File: config.mk
export PLATFORM = sky130hd
export DESIGN_NAME = display_scan_ctrl_flat
export DESIGN_NICKNAME = d
export VERILOG_FILES = /design/src/rtl/display_scan_ctrl_pkg.sv /design/src/rtl/display_scan_ctrl_if.sv /design/src/rtl/display_scan_ctrl_timer.sv /design/src/rtl/display_scan_ctrl.sv /design/src/flat_wrapper.sv
export SDC_FILE = /design/constraint.sdc
export NUM_CORES = 1
export LEC_CHECK = 0
export CAP_MARGIN = 30
export CORE_MARGIN = 1
export CORE_UTILIZATION = 50
export CTS_CLUSTER_DIAMETER = 80
export DETAILED_ROUTE_END_ITERATION = 16
export DONT_BUFFER_PORTS = 1
export PLACE_DENSITY = 0.7
export SETUP_SLACK_MARGIN = 0.02
export SYNTH_ARGS = -nofsm -noshare
export SYNTH_HDL_FRONTEND = slang
export SYNTH_SLANG_ARGS = --single-unit
File: constraint.sdc
create_clock -name clk -period 5.3 [get_ports clk]
set_input_delay 0.265 -clock clk [delete_from_list [all_inputs] [get_ports clk]]
set_output_delay 0.265 -clock clk [all_outputs]
set_load 0.005 [all_outputs]
File: src/rtl/display_scan_ctrl_pkg.sv
// Shared constants for the display scan controller: code width, decoder bit map
// and FSM state encodings.
package disp_pkg;

  localparam int CODE_W = 5;

  localparam int C1_BIT = 4;
  localparam int C2_BIT = 3;
  localparam int C3_BIT = 2;
  localparam int C4_BIT = 1;
  localparam int C6_BIT = 0;

  localparam logic [1:0] ST_IDLE = 2'd0;
  localparam logic [1:0] ST_SHOW = 2'd1;
  localparam logic [1:0] ST_GAP  = 2'd2;

endpackage

File: src/rtl/display_scan_ctrl_if.sv
// Host write port into the scan controller's staging registers.
interface display_scan_ctrl_if
  import disp_pkg::*;
#(
  parameter int NDIG = 4
) ();

  logic                    wr_en;
  logic [$clog2(NDIG)-1:0] wr_idx;
  logic [CODE_W-1:0]       wr_data;

  modport master (output wr_en, output wr_idx, output wr_data);
  modport slave  (input  wr_en, input  wr_idx, input  wr_data);

endinterface

File: src/rtl/display_scan_ctrl_timer.sv
// Loadable down-counter timing SHOW and GAP slots; done pulses once per load
// when the count has run down to zero.
module scan_timer #(
  parameter int W = 16
) (
  input  logic         clk,
  input  logic         rst_n,
  input  logic         load,
  input  logic [W-1:0] load_val,
  output logic         done
);

  logic [W-1:0] count;
  logic         armed;

  always_ff @(posedge clk or negedge rst_n) begin
    if (!rst_n) begin
      count <= '0;
      armed <= 1'b0;
    end else if (load) begin
      count <= load_val;
      armed <= 1'b1;
    end else if (armed) begin
      if (count == '0) armed <= 1'b0;
      else             count <= count - 1'b1;
    end
  end

  assign done = armed && (count == '0);

endmodule

File: src/rtl/display_scan_ctrl.sv
// Multiplexes NDIG double-buffered 5-bit codes onto one segment decoder with
// active-low digit selects and an optional blanking gap between digits.
module display_scan_ctrl
  import disp_pkg::*;
#(
  parameter int NDIG      = 4,
  parameter int DWELL     = 50000,
  parameter int BLANK_CYC = 16
) (
  input  logic              clk,
  input  logic              rst_n,
  input  logic              enable,
  display_scan_ctrl_if.slave wr,
  output logic [CODE_W-1:0] code_out,
  output logic [NDIG-1:0]   dig_sel_n,
  output logic              blank,
  output logic              frame_tick
);

  localparam int IW   = $clog2(NDIG);
  localparam int MAXC = (DWELL > BLANK_CYC) ? DWELL : BLANK_CYC;
  localparam int TW   = (MAXC > 1) ? $clog2(MAXC) : 1;
  localparam logic [TW-1:0] DWELL_LD = TW'(DWELL - 1);
  localparam logic [TW-1:0] BLANK_LD = TW'((BLANK_CYC > 0) ? BLANK_CYC - 1 : 0);

  logic [1:0]        state, state_nxt;
  logic [IW-1:0]     idx, idx_nxt;
  logic [CODE_W-1:0] staging     [NDIG];
  logic [CODE_W-1:0] shadow      [NDIG];
  logic [CODE_W-1:0] staging_nxt [NDIG];
  logic [CODE_W-1:0] shadow_nxt  [NDIG];
  logic              load, done, wrap, last_dig, copy;
  logic [TW-1:0]     load_val;

  scan_timer #(.W(TW)) u_timer (
    .clk      (clk),
    .rst_n    (rst_n),
    .load     (load),
    .load_val (load_val),
    .done     (done)
  );

  assign last_dig = (int'(idx) == NDIG - 1);
  assign copy     = (state == ST_IDLE) || wrap;

  // Out-of-range indices match no entry, so such writes fall away naturally;
  // writes landing on a copy edge are forwarded straight into the shadow.
  always_comb begin
    for (int i = 0; i < NDIG; i++) begin
      staging_nxt[i] = staging[i];
      if (wr.wr_en && (int'(wr.wr_idx) == i)) staging_nxt[i] = wr.wr_data;
      shadow_nxt[i] = copy ? staging_nxt[i] : shadow[i];
    end
  end

  always_comb begin
    state_nxt = state;
    idx_nxt   = idx;
    load      = 1'b0;
    load_val  = DWELL_LD;
    wrap      = 1'b0;
    case (state)
      ST_IDLE: begin
        if (enable) begin
          state_nxt = ST_SHOW;
          idx_nxt   = '0;
          load      = 1'b1;
        end
      end
      ST_SHOW: begin
        if (!enable) begin
          state_nxt = ST_IDLE;
          idx_nxt   = '0;
        end else if (done) begin
          load = 1'b1;
          if (BLANK_CYC > 0) begin
            state_nxt = ST_GAP;
            load_val  = BLANK_LD;
          end else begin
            wrap    = last_dig;
            idx_nxt = last_dig ? '0 : idx + IW'(1);
          end
        end
      end
      ST_GAP: begin
        if (!enable) begin
          state_nxt = ST_IDLE;
          idx_nxt   = '0;
        end else if (done) begin
          state_nxt = ST_SHOW;
          load      = 1'b1;
          wrap      = last_dig;
          idx_nxt   = last_dig ? '0 : idx + IW'(1);
        end
      end
      default: begin
        state_nxt = ST_IDLE;
        idx_nxt   = '0;
      end
    endcase
  end

  // Outputs are computed from the next state so they move on the same edge.
  always_ff @(posedge clk or negedge rst_n) begin
    if (!rst_n) begin
      state      <= ST_IDLE;
      idx        <= '0;
      for (int i = 0; i < NDIG; i++) begin
        staging[i] <= '0;
        shadow[i]  <= '0;
      end
      code_out   <= '0;
      dig_sel_n  <= '1;
      blank      <= 1'b1;
      frame_tick <= 1'b0;
    end else begin
      state      <= state_nxt;
      idx        <= idx_nxt;
      staging    <= staging_nxt;
      shadow     <= shadow_nxt;
      frame_tick <= wrap;
      blank      <= (state_nxt != ST_SHOW);
      if (state_nxt == ST_SHOW) begin
        dig_sel_n <= ~(NDIG'(1) << idx_nxt);
        code_out  <= shadow_nxt[idx_nxt];
      end else begin
        dig_sel_n <= '1;
      end
    end
  end

endmodule

File: src/flat_wrapper.sv
// flat-port wrapper written by rule: the top's interface ports become plain ports
module display_scan_ctrl_flat import disp_pkg::*;
#(
  parameter int NDIG      = 4,
  parameter int DWELL     = 50000,
  parameter int BLANK_CYC = 16
)
  (clk, rst_n, enable, code_out, dig_sel_n, blank, frame_tick, wr_wr_en, wr_wr_idx, wr_wr_data);
  display_scan_ctrl_if #(.NDIG(NDIG)) wr_i ();
  input  logic clk;
  input  logic rst_n;
  input  logic enable;
  output logic [CODE_W-1:0] code_out;
  output logic [NDIG-1:0] dig_sel_n;
  output logic blank;
  output logic frame_tick;
  input wire logic [$bits(wr_i.wr_en)-1:0] wr_wr_en;
  input wire logic [$bits(wr_i.wr_idx)-1:0] wr_wr_idx;
  input wire logic [$bits(wr_i.wr_data)-1:0] wr_wr_data;
  assign wr_i.wr_en = wr_wr_en;
  assign wr_i.wr_idx = wr_wr_idx;
  assign wr_i.wr_data = wr_wr_data;
  display_scan_ctrl #(.NDIG(NDIG), .DWELL(DWELL), .BLANK_CYC(BLANK_CYC)) u_core (.clk(clk), .rst_n(rst_n), .enable(enable), .wr(wr_i), .code_out(code_out), .dig_sel_n(dig_sel_n), .blank(blank), .frame_tick(frame_tick));
endmodule
# After elaboration in Yosys (flattened, before gate mapping)
# Cells that the tools add are included.
# classes
bitwise	2
n_reduce_logical	12
n_addsub	2
n_eq_ne	9
order_cmp	1
n_shift	1
mux	40
# op_table
cell	count
$mux 16	6
$mux 5	10
$mux 2	10
$logic_not 16->1	1
$sub 16x1->16 const B	1
$pmux 2 s3	2
$bmux 5 s2	1
$mux 1	9
$eq 2x1->1 const B	4
$eq 2x2->1 const B	3
$logic_and 1x1->1	5
$logic_not 2->1	2
$mux 4	1
$ne 2x1->1 const B	2
$not 4->4	1
$shl 1x2->4 const A	1
$ge 3x3->1 const B	1
$not 2->3	1
$add 2x1->2 const B	1
$pmux 1 s2	1
$reduce_and 2->1	1
$reduce_bool 2->1	1
$reduce_or 2->1	1
$logic_or 1x1->1	1
# word_totals
ff_bits	72
inputBits	11

# Depth between registers and ports, before layout
# depth
word_depth	10
ltp_mapped	11
depth_no_buf	10

# By module
# A second synthesis with hierarchy kept.
# hier_totals
hier_cells	292
hier_area_um2	3572.2
# by_module_without_submodules
mod	area_each_um2	cells_per_inst	seq_area_each_um2	instances
display_scan_ctrl	2493.6	169	1382.6	1
scan_timer	1078.5	123	425.4	1

# Least setup slack after synthesis
# OpenSTA, ideal clock, no wires.
# synth_timing
path_kind	reg2reg
from	reg u_core.u_timer.count[0]
to	reg u_core.u_timer.count[9]
t_required_ps	5174
slack_ps	3151
setup_ps	126
synth_period_minus_slack_ps	2149
arrival_time_ps	2023
stages_incl_launch_ff	9
path_cell_list	dfrtp_1 > inv_1 > ha_1 > nor4b_2 > and4_4 > a21oi_2 > or3b_4 > buf_6 > a221o_1
# synth_via
elab_chain_len	7
elab_cells_between_ends	15
classes_between	1 x add/sub; 1 x eq/ne; 9 x mux; 4 x reduce/logical
# synth_rtl
element	line	text
start, declared	display_scan_ctrl_timer.sv:13	logic [W-1:0] count;
start signal, assigned	display_scan_ctrl_timer.sv:21	count <= load_val;
start signal, assigned	display_scan_ctrl_timer.sv:25	else count <= count - 1'b1;
branches (longest 7 deep; another with $sub 16x1->16)	--	
# Parallel ways; which one is timed is not known. The select of a mux whose other input is x is not followed.
# A chain may end at the register's enable or synchronous reset.

==> metrics.cfg <==
[detailed_routing]
dr.first_iter.drc_count=117
dr.pass1.iters=10
routedWlPerCell_um=16.73
viasPerCell=5.745
dr_total_vias=2097
wirelength_um=6108
final_antenna_net_count=0
drc=8

[global_routing]
grt.overflow.total=0
grt_start_max_net_pins=73
track_usage_pct=19.40
antenna_found_initial=0
grt_pass1_wl_um=10620
grt_pass1_vias=2160

[floorplan]
die_w_um=84.43
initial_core_util_pct=52.60
io_pins=22
row_count=29
coreArea_um2=6459
die_y_um=84.43
die_area_um2=7128

[outcome]
violations=design-rule violations
status=finished with violations

[final_layout]
nets=301
area_delta_synth_final_pct=7.956
num_antenna_cells=0
n_fill_cell=532
drive_gt1_share_pct=25.00

[sta]
fin_ws_ns=2.431
layout_min_cycle_time_ns=2.869
fmax_ghz=0.3486
worst_pin_slew_ns=0.9516
clock-skew-final_ns=0.006265
finalSetupViolations=0
fin_crit_sh_pct=54.13
slew_violations=0
finalHoldViolations=0
timing.slew.headroom_pct=36.56
fin_tns_setup_ns=0
rsz0062_at_grt=false

[logic_synthesis]
synth_fa_ha_area_share_pct=2.578
synthFlopType=dfrtp_1
synth.area.top_cells=dfrtp_1, mux2_2, dfstp_2, nor2_1, ha_1
synth_area_um2=3397
ys_seq_elements=72
synth.distinct_cells=54
synth_top_area_share_pct=49.36
synth_xor_xnor_area_share_pct=2.836
yosys.area.top_type=dfrtp_1
avgSynthCellArea_um2=12.35
synth-simple-area-share_pct=16.06
async_reset_ff_share_pct=100.0
synth_edf_count=0
synth_fp_nets=293
synth_cells=275
seq_area_frac_synth_pct=53.22
synthMuxAreaShare_pct=15.17
synth_compound_gate_area_share_pct=8.324
synth_top_family_by_area=simple AND/OR/NAND/NOR gates
yosysWarnings=0

[placed_design]
dp_hpwl_um=4271
io_buffers=0
dp_slack_ns=2.429
gp_congestion=0.7897

[worst_hold_path]
min_path_cells=1
holdPathEnd=u_core.staging[13]
min_from=wr_wr_data[3]
hp-class=input port to flop

[cts]
cts_sinks=72
clkTransAtPathRegs_ns=0.07
cts_tree=yes
postCtsSetupRepairBufs=0
h-tree-depth=3
clk_latency_ns=0.34
cts_buffers=9
cts_root_buffer=clkbuf_8
clk_path_buf_depth=2

[critical_path]
required_ns=5.51
crit_type=flop to flop
reg2reg_from=u_core.u_timer.count[0]
cp-start-kind=flop
path_cells=inv_1, ha_1, nor3b_1, and4_1, a41o_1, mux2_1, a32oi_1, o221ai_1
worstPathMaxFanout=20
crit_start=u_core.u_timer.count[0]
r2r_end=u_core.code_out[0]
endpoint_kind=flop
max_stage_delay_ns=0.82
crit_slowest_cell=a41o_1
arrival_ns=3.08
cp_num_buf_inv=1
ff2ff_path_depth=8
rrSetupSlack_ns=2.43
critPathTopFamily=compound AO/OA/AOI/OAI gates

[pwr]
p_per_area_nw_per_um2=444.3
total_leakage_power_nw=1.529
irDropWorstVdd_mv=0.2057

[job]
cap_violations=0

[Yosys cell counts (6+ instances only)]
| master | n |
|---|---|
| nor3_1 | 6 |
| dfrtp_1 | 67 |
| nor2_1 | 24 |
| xor2_1 | 6 |
| a21oi_1 | 8 |
| mux2_2 | 33 |
| nand2_1 | 19 |
| ha_1 | 7 |
| nand3_1 | 6 |
[where the power goes]
part | switching (W) | leakage, nW | internal, W
Clock | 0.000193 | 0.0866 | 0.000184
Combinational | 0.000233 | 0.590 | 0.000221
Sequential | 0.0000831 | 0.853 | 0.000716
[cell families after synthesis]
| family | count (synthesis) |
|---|---|
| buf+inv | 11 |
| mux | 45 |
| flops | 72 |
| xor+xnor | 11 |
| simple gates | 92 |
| compound gates | 37 |
| fa+ha+maj | 7 |
[flip-flops by register name, summed over array words and instances (netlist names)]
| signal | count |
|---|---|
| u_core.u_timer.armed | 1 |
| u_core.code_out | 5 |
| u_core.dig_sel_n | 4 |
| u_core.state | 2 |
| u_core.u_timer.count | 16 |
| u_core.frame_tick | 1 |
| u_core.idx | 2 |
| u_core.blank | 1 |
| u_core.shadow | 20 |
| u_core.staging | 20 |
[cell usage in the layout, fill, tap and decap left out, types with 2 or more instances in the layout]
cell type  synthesis  routed
ha_1               7       7
o221ai_1           3       3
nand3b_1           3       3
and3_1             5       5
a21oi_1            8       8
mux2_4             4       4
a32oi_1            3       3
o21ai_1            4       4
clkinv_4           0       2
and2_1             3       3
clkbuf_8           0      10
nand2b_1           3       3
dfrtp_1           67      67
nor3b_1            2       2
xnor2_1            5       5
mux2i_1            5       5
nand4_1            4       4
nand2_1           19      19
mux2_2            33      33
xor2_1             6       6
o21a_1             2       2
nor2_1            24      24
a31oi_1            5       5
nor4_4             2       2
dfstp_2            5       5
clkbuf_1           0       2
o21ai_0            3       3
mux2_1             3       3
nor4_1             3       3
inv_1              5       5
nand3_1            6       6
nor3_1             6       6
a21oi_2            2       2
[worst register-to-register path, stage by stage, from the launching register on]
cell and delay [ns]:
dfrtp_1 0.42, inv_1 0.12, ha_1 0.17, nor3b_1 0.19, and4_1 0.26, a41o_1 0.82
mux2_1 0.41, a32oi_1 0.22, o221ai_1 0.13
[through the flow]
stage | hold slack (ns) | cells | instance area (um2) | utilization (%) | total power, W
global route | 0.06268 | 365 | 3667 | 56.78 | 0.001738
global placement | -0.02896 | 347 | 3455 | 53.49 | 0.001233
finish | 0.08482 | 365 | 3667 | 56.78 | 0.001629
CTS | 0.07210 | 365 | 3667 | 56.78 | 0.001648
floorplan | -0.03059 | 275 | 3397 | - | 0.001171
detailed placement | -0.02934 | 347 | 3455 | 53.49 | 0.001252
[how the worst max path moves through the flow]
| stage | cells past startpoint | to | slack (ns) |
|---|---|---|---|
| floorplan | 8 | u_core.u_timer.count[9] | 3.15 |
| global placement | 8 | u_core.code_out[0] | 2.50 |
| detailed placement | 8 | u_core.code_out[2] | 2.43 |
| CTS | 8 | u_core.code_out[2] | 2.41 |
| global route | 8 | u_core.code_out[0] | 2.17 |
| finish | 8 | u_core.code_out[0] | 2.43 |
[layer usage]
metal / up-vias / part of all wire [%] / GRT usage, %
met5: - / 0 / 0
met4: 0 / 1.7 / 7.396
met3: 8 / 3.9 / 5.310
met2: 35 / 49 / 31.89
met1: 1039 / 46 / 24.66
li1: 1015 / - / -
[final cells by class]
cell class                      instances  area [um2]  area share, %
Sequential cell                        72        1808          49.30
Multi-Input combinational cell        192        1528          41.66
Clock buffer                           12       145.1          3.958
Tap cell                               77       96.34          2.627
Timing Repair Buffer                    2       37.54          1.024
Clock inverter                          4       30.03         0.8188
Inverter                                6       22.52         0.6141
[repair_timing]
action,in CTS,in global routing
setup endpoints to repair,0,0
hold buffers,2,0
hold endpoints to repair,72,0
gates resized for setup,0,0
No activity file was read; power rests on OpenSTA's default activity.
